--- src/rtl/prog_clock_divider.sv ---
// prog_clock_divider
//
// Programmable clock divider. It produces a registered divided clock whose
// period (div) and high-phase length (high) are counted in clk cycles. New
// div/high values can be loaded at any time. They are applied at once while
// the divider is idle. While it runs, they are held in a shadow register and
// applied at the next period boundary, so the output never shows a runt
// pulse. When en is dropped, the period in progress still completes before
// the divider goes idle.
//
// Ports
//   clk       in   system clock; all logic runs on the rising edge
//   rst       in   synchronous, active-high reset
//   en        in   run request, sampled on every edge
//   div_in    in   requested period in clk cycles (CNT_W bits)
//   high_in   in   requested high-phase length in clk cycles (CNT_W bits)
//   div_load  in   one-cycle strobe that captures div_in/high_in
//   clk_out   out  registered divided clock
//   tick      out  one-cycle pulse on each clk_out rising edge
//   running   out  high while the FSM is in RUN or DRAIN
//   pending   out  high while a captured load waits for a period boundary
module prog_clock_divider #(
  parameter int CNT_W        = 16,
  parameter int DEFAULT_DIV  = 10,
  parameter int DEFAULT_HIGH = DEFAULT_DIV / 2
) (
  input  logic             clk,
  input  logic             rst,
  input  logic             en,
  input  logic [CNT_W-1:0] div_in,
  input  logic [CNT_W-1:0] high_in,
  input  logic             div_load,
  output logic             clk_out,
  output logic             tick,
  output logic             running,
  output logic             pending
);

  typedef enum logic [1:0] {
    IDLE  = 2'd0,
    RUN   = 2'd1,
    DRAIN = 2'd2
  } state_t;

  state_t           state_reg,    state_next;
  logic [CNT_W-1:0] cnt_reg,      cnt_next;
  logic             clk_out_reg,  clk_out_next;
  logic             tick_reg,     tick_next;
  logic             pending_reg,  pending_next;
  logic [CNT_W-1:0] div_act_reg,  div_act_next;
  logic [CNT_W-1:0] high_act_reg, high_act_next;
  logic [CNT_W-1:0] div_shd_reg,  div_shd_next;
  logic [CNT_W-1:0] high_shd_reg, high_shd_next;

  // Sanitised versions of the load inputs. The high phase is clamped after
  // the divisor so that it always leaves at least one low cycle.
  logic [CNT_W-1:0] load_div;
  logic [CNT_W-1:0] load_high;

  // Period boundary and the cycle where the high phase ends.
  logic             wrap;
  logic [CNT_W-1:0] cnt_inc;

  always_comb begin
    load_div = div_in;
    if (div_in < CNT_W'(2)) begin
      load_div = CNT_W'(2);
    end
    load_high = high_in;
    if (high_in == '0) begin
      load_high = CNT_W'(1);
    end
    if (load_high >= load_div) begin
      load_high = load_div - CNT_W'(1);
    end
  end

  // cnt never exceeds div_act-1 <= 2^CNT_W-2, so cnt+1 cannot overflow.
  assign cnt_inc = cnt_reg + CNT_W'(1);
  assign wrap    = (cnt_reg == (div_act_reg - CNT_W'(1)));

  // State register and all datapath registers.
  always_ff @(posedge clk) begin
    if (rst) begin
      state_reg    <= IDLE;
      cnt_reg      <= '0;
      clk_out_reg  <= 1'b0;
      tick_reg     <= 1'b0;
      pending_reg  <= 1'b0;
      div_act_reg  <= CNT_W'(DEFAULT_DIV);
      high_act_reg <= CNT_W'(DEFAULT_HIGH);
      div_shd_reg  <= '0;
      high_shd_reg <= '0;
    end else begin
      state_reg    <= state_next;
      cnt_reg      <= cnt_next;
      clk_out_reg  <= clk_out_next;
      tick_reg     <= tick_next;
      pending_reg  <= pending_next;
      div_act_reg  <= div_act_next;
      high_act_reg <= high_act_next;
      div_shd_reg  <= div_shd_next;
      high_shd_reg <= high_shd_next;
    end
  end

  // Next-state and next-output logic.
  always_comb begin
    state_next    = state_reg;
    cnt_next      = cnt_reg;
    clk_out_next  = clk_out_reg;
    tick_next     = 1'b0;
    pending_next  = pending_reg;
    div_act_next  = div_act_reg;
    high_act_next = high_act_reg;
    div_shd_next  = div_shd_reg;
    high_shd_next = high_shd_reg;

    case (state_reg)
      IDLE: begin
        cnt_next     = '0;
        clk_out_next = 1'b0;
        pending_next = 1'b0;
        // Nothing is being generated, so a load can take effect at once.
        if (div_load) begin
          div_act_next  = load_div;
          high_act_next = load_high;
        end
        if (en) begin
          state_next   = RUN;
          clk_out_next = 1'b1;
          tick_next    = 1'b1;
        end
      end

      RUN, DRAIN: begin
        if (wrap) begin
          cnt_next = '0;
          // A load on the wrap edge itself feeds the next period directly
          // and takes precedence over an older shadowed load.
          if (div_load) begin
            div_act_next  = load_div;
            high_act_next = load_high;
            pending_next  = 1'b0;
          end else if (pending_reg) begin
            div_act_next  = div_shd_reg;
            high_act_next = high_shd_reg;
            pending_next  = 1'b0;
          end
          if ((state_reg == RUN) || en) begin
            // A new period starts. A RUN period that ends with en low
            // still starts this period and drains it before going idle.
            state_next   = en ? RUN : DRAIN;
            clk_out_next = 1'b1;
            tick_next    = 1'b1;
          end else begin
            state_next   = IDLE;
            clk_out_next = 1'b0;
          end
        end else begin
          cnt_next = cnt_inc;
          if (cnt_inc == high_act_reg) begin
            clk_out_next = 1'b0;
          end
          // Mid-period loads wait in the shadow; a later load overwrites it.
          if (div_load) begin
            div_shd_next  = load_div;
            high_shd_next = load_high;
            pending_next  = 1'b1;
          end
          state_next = en ? RUN : DRAIN;
        end
      end

      default: begin
        state_next   = IDLE;
        cnt_next     = '0;
        clk_out_next = 1'b0;
        pending_next = 1'b0;
      end
    endcase
  end

  assign clk_out = clk_out_reg;
  assign tick    = tick_reg;
  assign pending = pending_reg;
  assign running = (state_reg == RUN) || (state_reg == DRAIN);

endmodule

--- config.mk ---
export PLATFORM = sky130hd
export DESIGN_NAME = prog_clock_divider
export DESIGN_NICKNAME = d
export VERILOG_FILES = /design/src/rtl/prog_clock_divider.sv
export SDC_FILE = /design/constraint.sdc
export NUM_CORES = 1
export LEC_CHECK = 0
export ABC_AREA = 1
export CAP_MARGIN = 30
export CORE_MARGIN = 1
export CORE_UTILIZATION = 35
export DETAILED_ROUTE_END_ITERATION = 10
export SYNTH_ARGS = -nofsm -noshare
export SYNTH_HDL_FRONTEND = slang
export SYNTH_SLANG_ARGS = --single-unit
--- constraint.sdc ---
create_clock -name clk -period 2.6 [get_ports clk]
set_input_delay 0.78 -clock clk [delete_from_list [all_inputs] [get_ports clk]]
set_output_delay 0.78 -clock clk [all_outputs]
set_load 0.02 [all_outputs]
==> impl_metrics.py <==
metrics = {
    "global_routing": {
        "grt.total_usage": 0.216,
        "grt_pass1_vias": 6338,
        "grt_start_max_net_pins": 39,
        "antenna_found_initial": 0,
        "overflow": 0,
        "grt_pass1_wl_um": 30700,
    },
    "yosys": {
        "syn_inst": 1048,
        "syn-mean-instance-area_um2": 5.79,
        "netlist.area_leader.share": 0.280,
        "synth_seq_cells": 85,
        "ys_top_cells_by_area": "dfxtp_1 (28%), nand2_1 (22%), nor2_1 (9.3%)",
        "async_reset_ff_frac": 0,
        "synth_nets": 1106,
        "synth_edf_count": 0,
        "yosys.cell_types.count": 34,
        "post-synth-top-area-cell": "dfxtp_1",
        "synth-seq-area-share": 0.280,
        "netlist_area_um2": 6070,
        "synth_ff_type": "dfxtp_1",
        "yosys_warnings": 0,
    },
    "floorplanning": {
        "die_h_um": 134,
        "die_w_um": 134,
        "start_util": 0.362,
        "rows": 47,
        "coreArea_um2": 16800,
        "fp.dieArea_um2": 17900,
        "io_pins": 40,
    },
    "final_layout": {
        "final_layout_size_suffix_gt1_frac": 0.250,
        "nets": 1256,
        "utilization": 0.512,
        "antennaDiodeCount": 0,
        "final_area_um2": 8580,
        "syn2layout_area_growth_pct": 41.4,
    },
    "power_and_ir_drop": {
        "p_clk_frac": 0.326,
        "power_density_nw_per_um2": 480,
        "intPower_w": 0.00277,
        "p_sw_frac": 0.329,
        "p_sw_w": 0.00136,
        "seqPwrFrac": 0.355,
        "p_leak_nw": 3.99,
        "power_frac_comb": 0.318,
        "max-vdd-ir-drop_v": 0.000301,
    },
    "timing": {
        "rsz0062_at_grt": "true",
        "slew-limit-headroom": 0.484,
        "setup_slack_ns": -0.194,
        "fin_crit_sh": 1.07,
        "hold_viol": 0,
        "slew_violations": 0,
        "skew_ns": 0.0130,
        "fmaxAchievable_mhz": 358,
        "layout_min_cycle_time_ns": 2.79,
        "tightest_slew_ns": 0.771,
        "setup_violations": 26,
    },
    "placement": {
        "place_ws_ns": -0.832,
        "dpl_cell_area_um2": 7390,
        "dp_hpwl_um": 13600,
        "gp_congestion": 0.895,
        "io_buffer_count": 39,
    },
    "drt": {
        "final_antenna_net_count": 0,
        "vias_per_cell": 4.73,
        "wire_per_inst_um": 13.5,
        "detailedRoute.firstPassIterationCount": 8,
        "drc": 0,
        "routed_wl_um": 19100,
        "drt_iter0_markers": 411,
        "route.vias.total": 6732,
    },
    "job": {
        "maxCapViolations": 0,
    },
    "cts": {
        "clk_latency_ns": 0.34,
        "cts_buffer_depth": 2,
        "cts_tree": "built",
        "clock_sinks": 85,
        "cts_buffers": 9,
        "root_buffer": "clkbuf_16",
        "htree_num_levels": 3,
        "path_clk_slew_ns": 0.06,
    },
    "worst_setup_path": {
        "worst-endpoint-required_ns": 2.81,
        "path_common_cell": "buf_4",
        "crit_type": "input pin to flip-flop",
        "crit_path_start_kind": "input pin",
        "crit_chain": "buf_4, nor2_4, nand2_2, nor2_2, nand2_2, nand2_2, buf_4, buf_6, buf_4, buf_4, buf_4, buf_4, buf_4, buf_4, buf_4, buf_4, buf_4, buf_4, buf_6, nand2_4, o21ai_2, nand2_1, nand3_1",
        "critPathCaptureType": "flip-flop",
        "cp_slowest_cell": "buf_4",
        "cp_slowest_stage_delay_ns": 0.13,
        "cp_max_fo": 3,
        "arrival_ns": 3.00,
    },
    "outcome": {
        "status": "finished with violations",
        "failed_checks": "negative setup slack",
    },
    "min_path": {
        "hold_path.class": "flip-flop to flip-flop",
    },
}
[through the flow]
stage | hold WS [ns] | setup TNS [ns] | power, W | instances
after floorplan | 0.441 | -0.290 | 0.00216 | 1048
after global placement | 0.448 | -23.44 | 0.00255 | 1361
after detailed placement | 0.452 | -23.07 | 0.00256 | 1361
after CTS | 0.461 | -0.110 | 0.00404 | 1420
after global routing | 0.476 | -6.42 | 0.00435 | 1423
final | 0.462 | -1.88 | 0.00412 | 1423
[cells in the mapped netlist, drive strengths merged, types with 7 or more instances]
cell    number
buf         17
nand2      357
o21ai       37
a21oi       59
clkbuf      29
inv        130
nor3        10
nor2       157
xnor2        7
dfxtp       85
nand4       17
nand3       85
ha          22
xor2        15
[timing repair]
item,in CTS,in global routing
endpoints found under the setup margin,38,65
buffers inserted,40,3
cloned,3,2
resized for setup,156,87
pin swaps,45,52
hold buffers,0,0
[layer usage]
metal	share of wire	routed length (um)	global-route usage	up-vias
met3	0.035	673	0.0266	41
li1	-	-	-	3572
met2	0.46	8880	0.359	140
met5	0	0	0	-
met1	0.47	9030	0.284	2979
met4	0.029	563	0.0878	0
[power groups by stage]
stage	Sequential, W	Clock, W	Combinational (W)
floorplan	0.00147	0	0.000690
global placement	0.00149	0	0.00106
detailed placement	0.00149	0	0.00107
CTS	0.00146	0.00137	0.00121
global route	0.00148	0.00142	0.00145
finish	0.00146	0.00135	0.00131
[cell type report]
cell class                 instances  area (um2)
clock inverter                     5        58.8
sequential                        85        1700
tap                              220         275
clock buffer                      11         253
inverter                         131         500
multi-input combinational        787        4200
fill                            1702        8180
timing repair inverter             1        5.00
timing repair buffer             183        1590
[critical path: cells and delay by family]
kind / cells / cell delay, ns
and+or+nand+nor: 8 / 0.47
AOI/OAI and AO/OA: 1 / 0.05
buffers and inverters: 14 / 1.69
[logic make-up (layout without fill, tap and decap cells)]
kind of cell / count (synthesis) / count (layout) / share of synthesized area
xor+xnor: 23 / 23 / 0.0355
simple gates: 640 / 641 / 0.438
buf+inv: 177 / 331 / 0.115
flops: 85 / 85 / 0.280
fa+ha+maj: 22 / 22 / 0.0454
compound gates: 101 / 101 / 0.0854
[worst paths after layout]
kind / startpoint / endpoint / slack (ns) / cells past startpoint
max: div_in[5] / div_act_reg[1] / -0.19 / 23
max reg2reg: div_act_reg[1] / high_shd_reg[6] / 0.11 / 12
min: div_shd_reg[11] / div_shd_reg[11] / 0.46 / 2
min reg2reg: div_shd_reg[11] / div_shd_reg[11] / 0.46 / 2
[placed cells by master, fill, tap and decap left out, types with 10 or more instances in the layout]
master         synthesis  layout
nand2_1              353     324
nor2_1               151     133
buf_4                  1     132
inv_1                128     121
dfxtp_1               85      85
nand3_1               84      74
a21oi_1               59      38
nand2_2                3      23
o21ai_0               36      21
a21oi_2                0      21
ha_1                  22      19
buf_6                  2      18
nand4_1               17      17
xor2_1                15      14
dlygate4sd2_1          0      14
nor2_2                 4      12
nor2_4                 2      12
nand2_4                1      10
Note: power is estimated with default switching activity, not from simulation.
==> edit: new RTL, same settings <==
The parameter `CNT_W` goes from 16 to 32.
--- a/src/rtl/prog_clock_divider.sv
+++ b/src/rtl/prog_clock_divider.sv
@@ -20,7 +20,7 @@
 //   running   out  high while the FSM is in RUN or DRAIN
 //   pending   out  high while a captured load waits for a period boundary
 module prog_clock_divider #(
-  parameter int CNT_W        = 16,
+  parameter int CNT_W        = 32,
   parameter int DEFAULT_DIV  = 10,
   parameter int DEFAULT_HIGH = DEFAULT_DIV / 2
 ) (
Ports: changed (resized div_in and high_in); port bits go from 40 to 72. No check against the original RTL was run, so the function may have changed too.
==> edit against the original RTL <==
  * The flow still finishes with violations (negative setup slack)
  * Largest cell class unchanged
  * Routed wire length increased to 2.7 times the old value
  * Sequential cell count increased by 80
  * Cell area increased by 110%
  * Highest routed layer unchanged
  * Setup slack got worse by 0.20 ns
  * Sequential share of layout area decreased by 1.6 points
  * Register-to-register slack got worse by 0.23 ns
  * Total power increased by 99%
  * Sequential power increased by 91%
  * Synthesized area increased by 99%
==> edit: results <==
export IMPL_finalSetupViolCount=150
export IMPL_grt_use_total_pct=26.0
export IMPL_synth_compound_area_share_pct=8.62
export IMPL_drt_total_wl_um=50800
export IMPL_postPlaceCellArea_mm2=0.0153
export IMPL_drive_gt1_share_pct=30.2
export IMPL_synth_area_leaders="dfxtp_1 27%, nand2_1 20%, nor2_1 9.8%, nand3_1 7.1%, inv_1 6.6%"
export IMPL_nets=2515
export IMPL_gp_congestion=0.940
export IMPL_first_global_vias=13218
export IMPL_synth_common_cells="639 x nand2_1, 314 x nor2_1, 212 x inv_1"
export IMPL_vdd_drop_max_mv=0.477
export IMPL_holdWs_ns=0.456
export IMPL_slowest_delay_ns=0.29
export IMPL_worst_hold_path_endpoint="high_shd_reg[0]"
export IMPL_worst_r2r_path_depth=20
export IMPL_cts_setup_buffers=34
export IMPL_powerClk_mw=2.58
export IMPL_syn_num_nets=2175
export IMPL_p_leak_nw=8.23
export IMPL_crit_arrival_ns=3.37
export IMPL_crit_path_max_fanout=6
export IMPL_dp_hpwl_um=35400
export IMPL_htreeDepth=4
export IMPL_hold_start="high_shd_reg[0]"
export IMPL_clock_latency_ns=0.45
export IMPL_num_fill_cells=3290
export IMPL_fin_tns_setup_ns=-22.20
export IMPL_cts_resized=267
export IMPL_synthXorXnorAreaFrac_pct=4.64
export IMPL_pg_comb_mw=2.85
export IMPL_pre_cts_ws_ns=-1.34
export IMPL_grt_pass1_wl_um=71600
export IMPL_status="finished, violations left"
export IMPL_fin_ws_ns=-0.393
export IMPL_violations="negative setup slack"
export IMPL_first_iter_violations=1098
export IMPL_cts_buffers_inserted=17
[edit: cell count changes in the layout (fill, tap and decap cells not counted), moves of 40 or more]
cell     delta
buf_4     +162
nor2_1    +121
nand3_1    +65
a21oi_1    +65
inv_1      +59
dfxtp_1    +78
nand2_2    +40
nand2_1   +225
nand4_1    +66
[edit: layout make-up]
| class | instances | share of cell area (%) |
|---|---|---|
| well taps | 448 | 3.09 |
| inverters | 215 | 4.62 |
| flip-flops and latches | 165 | 18.3 |
| multi-input cells | 1573 | 48.3 |
| repair buffers | 436 | 22.5 |
| repair inverters | 1 | 0.0622 |
| clock buffers | 23 | 2.64 |
| clock inverters | 8 | 0.552 |
[edit: logic make-up after synthesis]
logic type	count (synthesis)
adders and majority gates	38
DFF	165
xor gates and xnor gates	64
AOI/OAI and AO/OA	202
and+or+nand+nor	1268
buffers and inverters	332
[edit: worst max-delay path by stage]
| stage | startpoint | to | slack (ns) | cells past startpoint |
|---|---|---|---|---|
| floorplan | div_in[14] | high_act_reg[30] | -0.34 | 21 |
| global placement | div_in[20] | high_act_reg[17] | -1.29 | 22 |
| detailed placement | div_in[21] | high_shd_reg[15] | -1.34 | 21 |
| CTS | high_in[23] | high_act_reg[9] | -0.33 | 24 |
| global route | high_in[23] | high_shd_reg[5] | -0.56 | 23 |
| finish | high_in[23] | high_shd_reg[5] | -0.39 | 23 |
[edit: worst min-delay path: cells and delay by family, from the launching register on]
kind	cells	cell delay (ns)
AOI/OAI and AO/OA	1	0.06
buffers and inverters	1	0.06
DFF	1	0.30
[edit: layer usage]
layer	wire, um	global-route usage (%)
met1	21400	34.0
met2	24500	44.2
met3	2710	2.81
met4	2150	8.91
met5	0	0
